===== src/rtl/gray_sync_pkg.sv =====
// Shared helpers and constants for the multi-channel Gray pointer synchronizer.
// Functions work on a wide container; zero-extended pointers convert correctly.
package gray_sync_pkg;
  localparam int MAX_SYNC_STAGES = 4;
  localparam int ERR_CNT_W       = 8;
  localparam int PTR_MAX_W       = 32;

  typedef logic [PTR_MAX_W-1:0] ptr_t;

  function automatic ptr_t gray2bin(input ptr_t g);
    ptr_t b;
    b = '0;
    b[PTR_MAX_W-1] = g[PTR_MAX_W-1];
    for (int i = PTR_MAX_W-2; i >= 0; i--) b[i] = b[i+1] ^ g[i];
    return b;
  endfunction

  function automatic ptr_t bin2gray(input ptr_t b);
    return b ^ (b >> 1);
  endfunction

  function automatic logic popcount_gt1(input ptr_t v);
    return (v & (v - ptr_t'(1))) != '0;
  endfunction
endpackage


===== src/rtl/gray_sync_chan.sv =====
// One pointer channel: sync chain, aligned output register, change pulse and
// combinational Gray-integrity event (registered by the top).
module gray_sync_chan
  import gray_sync_pkg::*;
#(
  parameter int W           = 7,
  parameter int SYNC_STAGES = 2,
  parameter int CHECK_EN    = 1
) (
  input  logic         wclk,
  input  logic         wrst,
  input  logic [W-1:0] rptr,
  input  logic         primed,
  output logic [W-1:0] wq_rptr,
  output logic [W-1:0] wq_rptr_bin,
  output logic         ptr_upd,
  output logic         err_evt
);
  logic [SYNC_STAGES-1:0][W-1:0] sync_q;
  logic [W-1:0] last_q, diff;

  assign last_q = sync_q[SYNC_STAGES-1];
  assign diff   = last_q ^ wq_rptr;

  always_ff @(posedge wclk) begin
    if (wrst) begin
      sync_q      <= '0;
      wq_rptr     <= '0;
      wq_rptr_bin <= '0;
      ptr_upd     <= 1'b0;
    end else begin
      sync_q      <= {sync_q[SYNC_STAGES-2:0], rptr};
      wq_rptr     <= last_q;
      wq_rptr_bin <= W'(gray2bin(ptr_t'(last_q)));
      ptr_upd     <= (diff != '0) && primed;
    end
  end

  generate
    if (CHECK_EN != 0) begin : g_chk
      assign err_evt = primed && popcount_gt1(ptr_t'(diff));
    end else begin : g_nochk
      assign err_evt = 1'b0;
    end
  endgenerate
endmodule


===== src/rtl/gray_ptr_sync_multi.sv =====
// NUM_CH Gray pointers synchronized into wclk, with binary view, change pulse,
// sticky multi-bit-change flags and a saturating shared error counter.
module gray_ptr_sync_multi
  import gray_sync_pkg::*;
#(
  parameter int ADDRSIZE    = 6,
  parameter int SYNC_STAGES = 2,
  parameter int NUM_CH      = 1,
  parameter int CHECK_EN    = 1
) (
  input  logic                           wclk,
  input  logic                           wrst,
  input  logic [NUM_CH*(ADDRSIZE+1)-1:0] rptr,
  input  logic                           err_clr,
  output logic [NUM_CH*(ADDRSIZE+1)-1:0] wq_rptr,
  output logic [NUM_CH*(ADDRSIZE+1)-1:0] wq_rptr_bin,
  output logic [NUM_CH-1:0]              ptr_upd,
  output logic [NUM_CH-1:0]              gray_err,
  output logic [ERR_CNT_W-1:0]           err_cnt
);
  localparam int W = ADDRSIZE + 1;
  localparam logic [2:0] PRIME_LAST = 3'(SYNC_STAGES + 1);

  generate
    if (SYNC_STAGES < 2 || SYNC_STAGES > MAX_SYNC_STAGES) begin : g_bad_stages
      $error("gray_ptr_sync_multi: SYNC_STAGES must be 2..4");
    end
    if (NUM_CH < 1 || NUM_CH > 8) begin : g_bad_ch
      $error("gray_ptr_sync_multi: NUM_CH must be 1..8");
    end
  endgenerate

  // Primes after reset so a pointer already nonzero at release is not a change.
  logic [2:0] prime_cnt;
  logic       primed;
  assign primed = (prime_cnt == PRIME_LAST);

  always_ff @(posedge wclk) begin
    if (wrst)         prime_cnt <= '0;
    else if (!primed) prime_cnt <= prime_cnt + 3'd1;
  end

  logic [NUM_CH-1:0] err_evt;

  for (genvar c = 0; c < NUM_CH; c++) begin : g_ch
    gray_sync_chan #(
      .W           (W),
      .SYNC_STAGES (SYNC_STAGES),
      .CHECK_EN    (CHECK_EN)
    ) u_chan (
      .wclk        (wclk),
      .wrst        (wrst),
      .rptr        (rptr[c*W +: W]),
      .primed      (primed),
      .wq_rptr     (wq_rptr[c*W +: W]),
      .wq_rptr_bin (wq_rptr_bin[c*W +: W]),
      .ptr_upd     (ptr_upd[c]),
      .err_evt     (err_evt[c])
    );
  end

  generate
    if (CHECK_EN != 0) begin : g_cnt
      logic [3:0]           evt_sum;
      logic [ERR_CNT_W-1:0] cnt_base;
      logic [ERR_CNT_W:0]   cnt_sum;

      always_comb begin
        evt_sum = '0;
        for (int c = 0; c < NUM_CH; c++) evt_sum = evt_sum + {3'b0, err_evt[c]};
      end

      // Clear applies first, so events landing with err_clr still count.
      assign cnt_base = err_clr ? '0 : err_cnt;
      assign cnt_sum  = {1'b0, cnt_base} + (ERR_CNT_W+1)'(evt_sum);

      always_ff @(posedge wclk) begin
        if (wrst) begin
          gray_err <= '0;
          err_cnt  <= '0;
        end else begin
          gray_err <= (gray_err & ~{NUM_CH{err_clr}}) | err_evt;
          err_cnt  <= cnt_sum[ERR_CNT_W] ? '1 : cnt_sum[ERR_CNT_W-1:0];
        end
      end
    end else begin : g_nocnt
      assign gray_err = '0;
      assign err_cnt  = '0;
    end
  endgenerate
endmodule


===== config.mk =====
export PLATFORM = sky130hd
export DESIGN_NAME = gray_ptr_sync_multi
export DESIGN_NICKNAME = d
export VERILOG_FILES = /design/src/rtl/gray_sync_pkg.sv /design/src/rtl/gray_sync_chan.sv /design/src/rtl/gray_ptr_sync_multi.sv
export SDC_FILE = /design/constraint.sdc
export NUM_CORES = 1
export LEC_CHECK = 0
export ABC_CLOCK_PERIOD_IN_PS = 2000
export CORE_MARGIN = 3
export CORE_UTILIZATION = 23
export CTS_BUF_LIST = sky130_fd_sc_hd__clkbuf_8
export CTS_CLUSTER_DIAMETER = 60
export CTS_CLUSTER_SIZE = 30
export DETAILED_ROUTE_END_ITERATION = 7
export GPL_TIMING_DRIVEN = 0
export PLACE_DENSITY = 0.47
export SYNTH_ARGS = -nofsm -noshare
export SYNTH_HDL_FRONTEND = slang
export SYNTH_HIERARCHICAL = 1
export SYNTH_SLANG_ARGS = --single-unit

===== constraint.sdc =====
create_clock -name wclk -period 2 [get_ports wclk]
set_input_delay 0.4 -clock wclk [delete_from_list [all_inputs] [get_ports wclk]]
set_output_delay 0.4 -clock wclk [all_outputs]
set_load 0.02 [all_outputs]

# Yosys cells after proc, flatten, opt, wreduce, memory -nomap -nowiden

Index checks and enable logic that the tools add are counted.

Flip-flop bits (word level): 41

$add $sub $neg: 3
Equality and inequality tests: 1
Muxes and demuxes: 2
Bitwise operators: 11
Reductions and logical operators: 4

Operator list:

| kind                                                 | number |
|---|---|
| bitwise AND 7 x 32 -> 32 bit                         | 1 |
| nonzero test 32 bit                                  | 1 |
| two-way mux 8 bit                                    | 2 |
| adder 8 x 1 -> 9 bit                                 | 1 |
| subtractor 7 x 1 -> 8 bit (second input constant)    | 1 |
| nonzero test 7 bit                                   | 1 |
| XOR 7 bit                                            | 1 |
| XOR 1 bit                                            | 6 |
| adder 3 x 1 -> 3 bit (second input constant)         | 1 |
| equality test 3 x 2 -> 1 bit (second input constant) | 1 |
| logical AND 1 bit                                    | 2 |
| bitwise AND 1 bit                                    | 1 |
| NOT 1 bit                                            | 1 |
| OR 1 bit                                             | 1 |

# Logic depth before layout (Yosys ltp)

Word-level depth: 7
Depth in mapped cells: 9
Depth with buffers taken out: 9

# By module

Netlist, hierarchy kept.

Modules (own cells, without submodules):

| module              | times used | cells each | area each (um^2) | seq. area each (um^2) |
|---|---|---|---|---|
| gray_sync_chan      | 1          | 86         | 957.2            | 560.5 |
| gray_ptr_sync_multi | 1          | 62         | 580.6            | 240.2 |

# Worst setup path before layout

OpenSTA, ideal clock, no wires.

Kind: flip-flop to flip-flop
From: reg g_ch[0].u_chan.wq_rptr[0]
To: reg err_cnt[2]
Library setup time: 0.070 ns
Arrival: 2.053 ns
Data required time: 1.930 ns
Path slack: -0.123 ns
Stages on the path, launching flop included: 10
Buffers on the path: 0
Period minus slack after synthesis: 2.123 ns
Path through: dfxtp_1 xor2_1 nor3_1 a21oi_1 o211ai_1 nand3_1 ha_1 nand4_1 or4b_4 a21oi_1

Longest elaborated chain between the ends: 7

RTL lines:

| what                           | RTL line                  | source |
|---|---|---|
| start: declaration             | gray_sync_chan.sv:14      | `output logic [W-1:0] wq_rptr,` |
| start signal: assignment       | gray_sync_chan.sv:33      | `wq_rptr <= last_q;` |
| XOR 7 bit *                    | gray_sync_chan.sv:23      | `assign diff = last_q ^ wq_rptr;` |
| subtractor 7 x 1 -> 8 bit      | gray_sync_pkg.sv:23       | `return (v & (v - ptr_t'(1))) != '0;` |
| bitwise AND 7 x 32 -> 32 bit * | gray_sync_pkg.sv:23       |  |
| nonzero test 32 bit *          | gray_sync_pkg.sv:23       |  |
| logical AND 1 bit *            | gray_sync_chan.sv:41      | `assign err_evt = primed && popcount_gt1(ptr_t'(diff));` |
| named net err_evt              | gray_ptr_sync_multi.sv:43 | `logic [NUM_CH-1:0] err_evt;` |
| adder 8 x 1 -> 9 bit *         | gray_ptr_sync_multi.sv:75 | `assign cnt_sum = {1'b0, cnt_base} + (ERR_CNT_W+1)'(evt_sum);` |
| two-way mux 8 bit *            | gray_ptr_sync_multi.sv:83 | `err_cnt <= cnt_sum[ERR_CNT_W] ? '1 : cnt_sum[ERR_CNT_W-1:0];` |
| end signal: assignment         | gray_ptr_sync_multi.sv:83 |  |
| end: declaration               | gray_ptr_sync_multi.sv:19 | `output logic [ERR_CNT_W-1:0] err_cnt` |

The timed path passes the listed nets; every way through them passes the cells marked *.
A chain may end at the register's enable or synchronous reset.

# Worst setup path after layout

From: reg g_ch[0].u_chan.wq_rptr[1]
To: reg err_cnt[2]

Same word-level chain as after synthesis.

==> results.sh <==
export IMPL_outcome="finished with violations"
export IMPL_violations_in_the_final_reports="setup timing"
export IMPL_min_period_over_period=1.040
export IMPL_grt_first_pass_wirelength_um=4871
export IMPL_post_layout_nonfiller_instances=276
export IMPL_yosys_register_bits=40
export IMPL_synth_enable_flop_cells=0
export IMPL_power_share_switching=0.2377
export IMPL_dieWidth_um=87.77
export IMPL_area_growth_syn_to_layout_pct=48.74
export IMPL_fp_dieArea_mm2=0.007703
export IMPL_detail_route_drc_violations=0
export IMPL_firstDrtPassIters=4
export IMPL_cts_root_buf="sky130_fd_sc_hd__clkbuf_8"
export IMPL_place_inst=258
export IMPL_insertedDiodeCount=0
export IMPL_fin_setup_tns_ns=-0.2316
export IMPL_cp_max_fo=5
export IMPL_setup_viol=6
export IMPL_cp_max_stage_cell="sky130_fd_sc_hd__or4b_4"
export IMPL_synth_largest_area_cell="sky130_fd_sc_hd__dfxtp_1"
export IMPL_comb_power_share=0.135
export IMPL_final_area_mm2=0.002287
export IMPL_critPathTopFamily="simple AND/OR/NAND/NOR gates"
export IMPL_design_final_nets=212
export IMPL_timing_max_cap_violations=0
export IMPL_place_congestion=0.6749
export IMPL_critPathMaxStageDelay_ns=0.56
export IMPL_synthesis_instances=148
export IMPL_tritoncts="done"
export IMPL_crit_buf_inv=0
export IMPL_start_util=0.2394
export IMPL_yosys_area_top_type_share=0.5207
export IMPL_leading_cell_types_in_the_layout_fill_and_taps_excluded="33 x sky130_fd_sc_hd__clkdlybuf4s50_1, 29 x sky130_fd_sc_hd__dfxtp_1, 22 x sky130_fd_sc_hd__nor2b_1"
export IMPL_dp_final_hpwl_um=2022
export IMPL_placement_rows=29
export IMPL_mean_area_per_synthesized_cell_um2=10.39
export IMPL_slew_headroom=0.7174
export IMPL_max_slew_worst_pin_slew_ns=0.4239
export IMPL_vdd_ir_drop_worst_mv=0.2659
export IMPL_final_hold_worst_slack_ns=0.4378
export IMPL_worstPathRequired_ns=2.23
export IMPL_layout_commonest_cell="sky130_fd_sc_hd__clkdlybuf4s50_1"
export IMPL_critical_path_at_ns=2.31
export IMPL_first_global_vias=1081
export IMPL_worstSkewPairLatency_ns=0.29
export IMPL_clk_transition_reported_paths_ns=0.08
export IMPL_slew_violations=0
export IMPL_synth_top_cells_by_area="sky130_fd_sc_hd__dfxtp_1 52%, sky130_fd_sc_hd__nor2b_1 9.0%, sky130_fd_sc_hd__xor2_1 6.3%"
export IMPL_synth_warnings=6
export IMPL_synth_fp_nets=162
export IMPL_floorplan_die_height_um=87.77
export IMPL_placedInstanceArea_mm2=0.001988
export IMPL_cp_end_kind="flip-flop"
export IMPL_ys_types=36
export IMPL_ys_flop_type="sky130_fd_sc_hd__dfxtp_1"
export IMPL_finalCriticalPeriod_ns=2.081
export IMPL_largest_net_degree_at_the_start_of_global_routing=14
export IMPL_drive_gt1_frac=0.2563
export IMPL_maxClockFrequency_mhz=480.6
export IMPL_seqPwrFrac=0.492
export IMPL_top_ports=34
export IMPL_hold_path_class="flip-flop to flip-flop"
export IMPL_htree_levels=2
export IMPL_n_fill_cell=644
export IMPL_syn_cell_area_mm2=0.001538
export IMPL_io_buffers=33
export IMPL_seq_area_frac_synth=0.5207
export IMPL_drt_iter0_drcs=20
export IMPL_routed_via_count=1121
export IMPL_routed_via_density=4.062
export IMPL_core_area_mm2=0.006422
export IMPL_setup_crit_start_kind="flip-flop"
export IMPL_cts_made_buffers=5
export IMPL_timing_worst_setup_path_type="flip-flop to flip-flop"
export IMPL_cellInternalPower_mw=1.329
export IMPL_finalWirelength_um=2955
export IMPL_setup_repair_after_global_routing_missed_its_margin="yes"
export IMPL_final_ant_viol_nets=0
export IMPL_hold_viol_final=0
export IMPL_crit_chain="xor2_2 -> nor3_2 -> a21oi_1 -> o211ai_1 -> nand3_2 -> ha_4 -> nand4_1 -> or4b_4 -> a21oi_2"
export IMPL_cts_root_to_sink_buffers=2
export IMPL_clkPwrFrac=0.372
export IMPL_track_usage=0.08265
export IMPL_async_flop_share=0
export IMPL_grt_antenna_before_repair=0
export IMPL_fin_skew_ns=0.007654
export IMPL_final_setup_worst_slack_ns=-0.08078
export IMPL_cts_sinks=40
export IMPL_wire_per_inst_um=10.71
export IMPL_globalRouteOverflowTotal=0
export IMPL_p_leak_nw=0.8715
export IMPL_pwr_density_cell_mw_per_mm2=762.5
export IMPL_net_switching_power_mw=0.4145
## power groups by stage
stage	sequential [mW]	combinational [mW]	clock, mW
3_3_place_gp	0.879	0.214	0
6_report	0.859	0.236	0.649
3_5_place_dp	0.879	0.215	0
4_1_cts	0.859	0.239	0.677
2_1_floorplan	0.901	0.111	0
5_1_grt	0.865	0.263	0.710
## Yosys cell counts, types with 2 or more instances
cell,number
sky130_fd_sc_hd__nor2_1,13
sky130_fd_sc_hd__clkbuf_1,3
sky130_fd_sc_hd__xor2_1,11
sky130_fd_sc_hd__nor2b_1,22
sky130_fd_sc_hd__nor3b_1,2
sky130_fd_sc_hd__nand2_1,4
sky130_fd_sc_hd__nor4b_1,2
sky130_fd_sc_hd__a31oi_1,2
sky130_fd_sc_hd__o21bai_1,2
sky130_fd_sc_hd__dfxtp_1,40
sky130_fd_sc_hd__nand3_1,2
sky130_fd_sc_hd__xnor2_1,4
sky130_fd_sc_hd__o21ai_0,3
sky130_fd_sc_hd__ha_1,4
sky130_fd_sc_hd__o211ai_1,2
sky130_fd_sc_hd__nor3_1,4
sky130_fd_sc_hd__xnor2_2,2
sky130_fd_sc_hd__inv_1,3
sky130_fd_sc_hd__nand4_1,2
sky130_fd_sc_hd__a21oi_1,5
## through the flow
stage / total power, mW / setup slack, ns / util
global placement: 1.093 / -0.3298 / 0.3096
global route: 1.837 / -0.2107 / 0.3561
finish: 1.744 / -0.08078 / 0.3561
CTS: 1.775 / -0.1130 / 0.3542
floorplan: 1.012 / -0.007165 / -
detailed placement: 1.094 / -0.3181 / 0.3096
## timing repair
| item | 4_1_cts | 5_1_grt |
|---|---|---|
| setup buffers | 10 | 0 |
| gates cloned | 0 | 0 |
| endpoints found under the setup margin | 7 | 11 |
| resized for setup | 21 | 5 |
| hold buffers | 0 | 0 |
| pin swaps | 12 | 10 |
## cell type report
| type | instances | area [µm²] | share of cell area |
|---|---|---|---|
| Clock inverter | 3 | 42.54 | 0.01860 |
| Timing Repair Buffer | 43 | 409.1 | 0.1789 |
| Inverter | 3 | 11.26 | 0.004923 |
| Tap cell | 77 | 96.34 | 0.04212 |
| Sequential cell | 40 | 832.0 | 0.3638 |
| Buffer | 5 | 25.02 | 0.01094 |
| Multi-Input combinational cell | 100 | 802.0 | 0.3507 |
| Clock buffer | 5 | 68.82 | 0.03009 |
## final timing paths
path | from | endpoint | slack, ns | cells past startpoint
setup / recovery | g_ch[0].u_chan/wq_rptr[1]$_SDFF_PP0_ | err_cnt[2]$_SDFF_PP0_ | -0.08 | 9
hold reg to reg | g_ch[0].u_chan/sync_q[3]$_SDFF_PP0_ | g_ch[0].u_chan/last_q[3]$_SDFF_PP0_ | 0.44 | 1
setup reg to reg | g_ch[0].u_chan/wq_rptr[1]$_SDFF_PP0_ | err_cnt[2]$_SDFF_PP0_ | -0.08 | 9
hold / removal | g_ch[0].u_chan/sync_q[3]$_SDFF_PP0_ | g_ch[0].u_chan/last_q[3]$_SDFF_PP0_ | 0.44 | 1
## state kept, by name, indices dropped and copies added (netlist names)
register                 cells
g_ch.u_chan/wq_rptr_bin      6
gray_err                     1
err_cnt                      8
g_ch.u_chan/last_q           7
g_ch.u_chan/ptr_upd          1
prime_cnt                    3
g_ch.u_chan/sync_q           7
g_ch.u_chan/wq_rptr          7
## worst register-to-register path, cell delays in order, from the launching register on
cell	delay (ns)
sky130_fd_sc_hd__dfxtp_4	0.36
sky130_fd_sc_hd__xor2_2	0.18
sky130_fd_sc_hd__nor3_2	0.08
sky130_fd_sc_hd__a21oi_1	0.15
sky130_fd_sc_hd__o211ai_1	0.11
sky130_fd_sc_hd__nand3_2	0.13
sky130_fd_sc_hd__ha_4	0.16
sky130_fd_sc_hd__nand4_1	0.16
sky130_fd_sc_hd__or4b_4	0.56
sky130_fd_sc_hd__a21oi_2	0.14
## cells by family (layout without fill, tap and decap cells)
logic type               after synthesis  in the layout  share of synthesized area
AO/OA/AOI/OAI                         16             16                    0.06346
XOR/XNOR                              18             18                     0.1172
adder cells (fa/ha/maj)                5              5                    0.03906
buffers and inverters                  8             59                    0.02278
flip-flops                            40             40                     0.5207
multiplexers                           1              1                   0.006510
AND/OR/NAND/NOR                       60             60                     0.2303
## layer usage
layer / vias to the layer above / part of all wire / GRT usage
met2: 22 / 0.46 / 0.1322
met3: 2 / 0.061 / 0.04139
met1: 507 / 0.47 / 0.09382
li1: 590 / - / -
met5: - / 0 / 0
met4: 0 / 0.0071 / 0.03347
No activity file was read; power rests on OpenSTA's default activity.
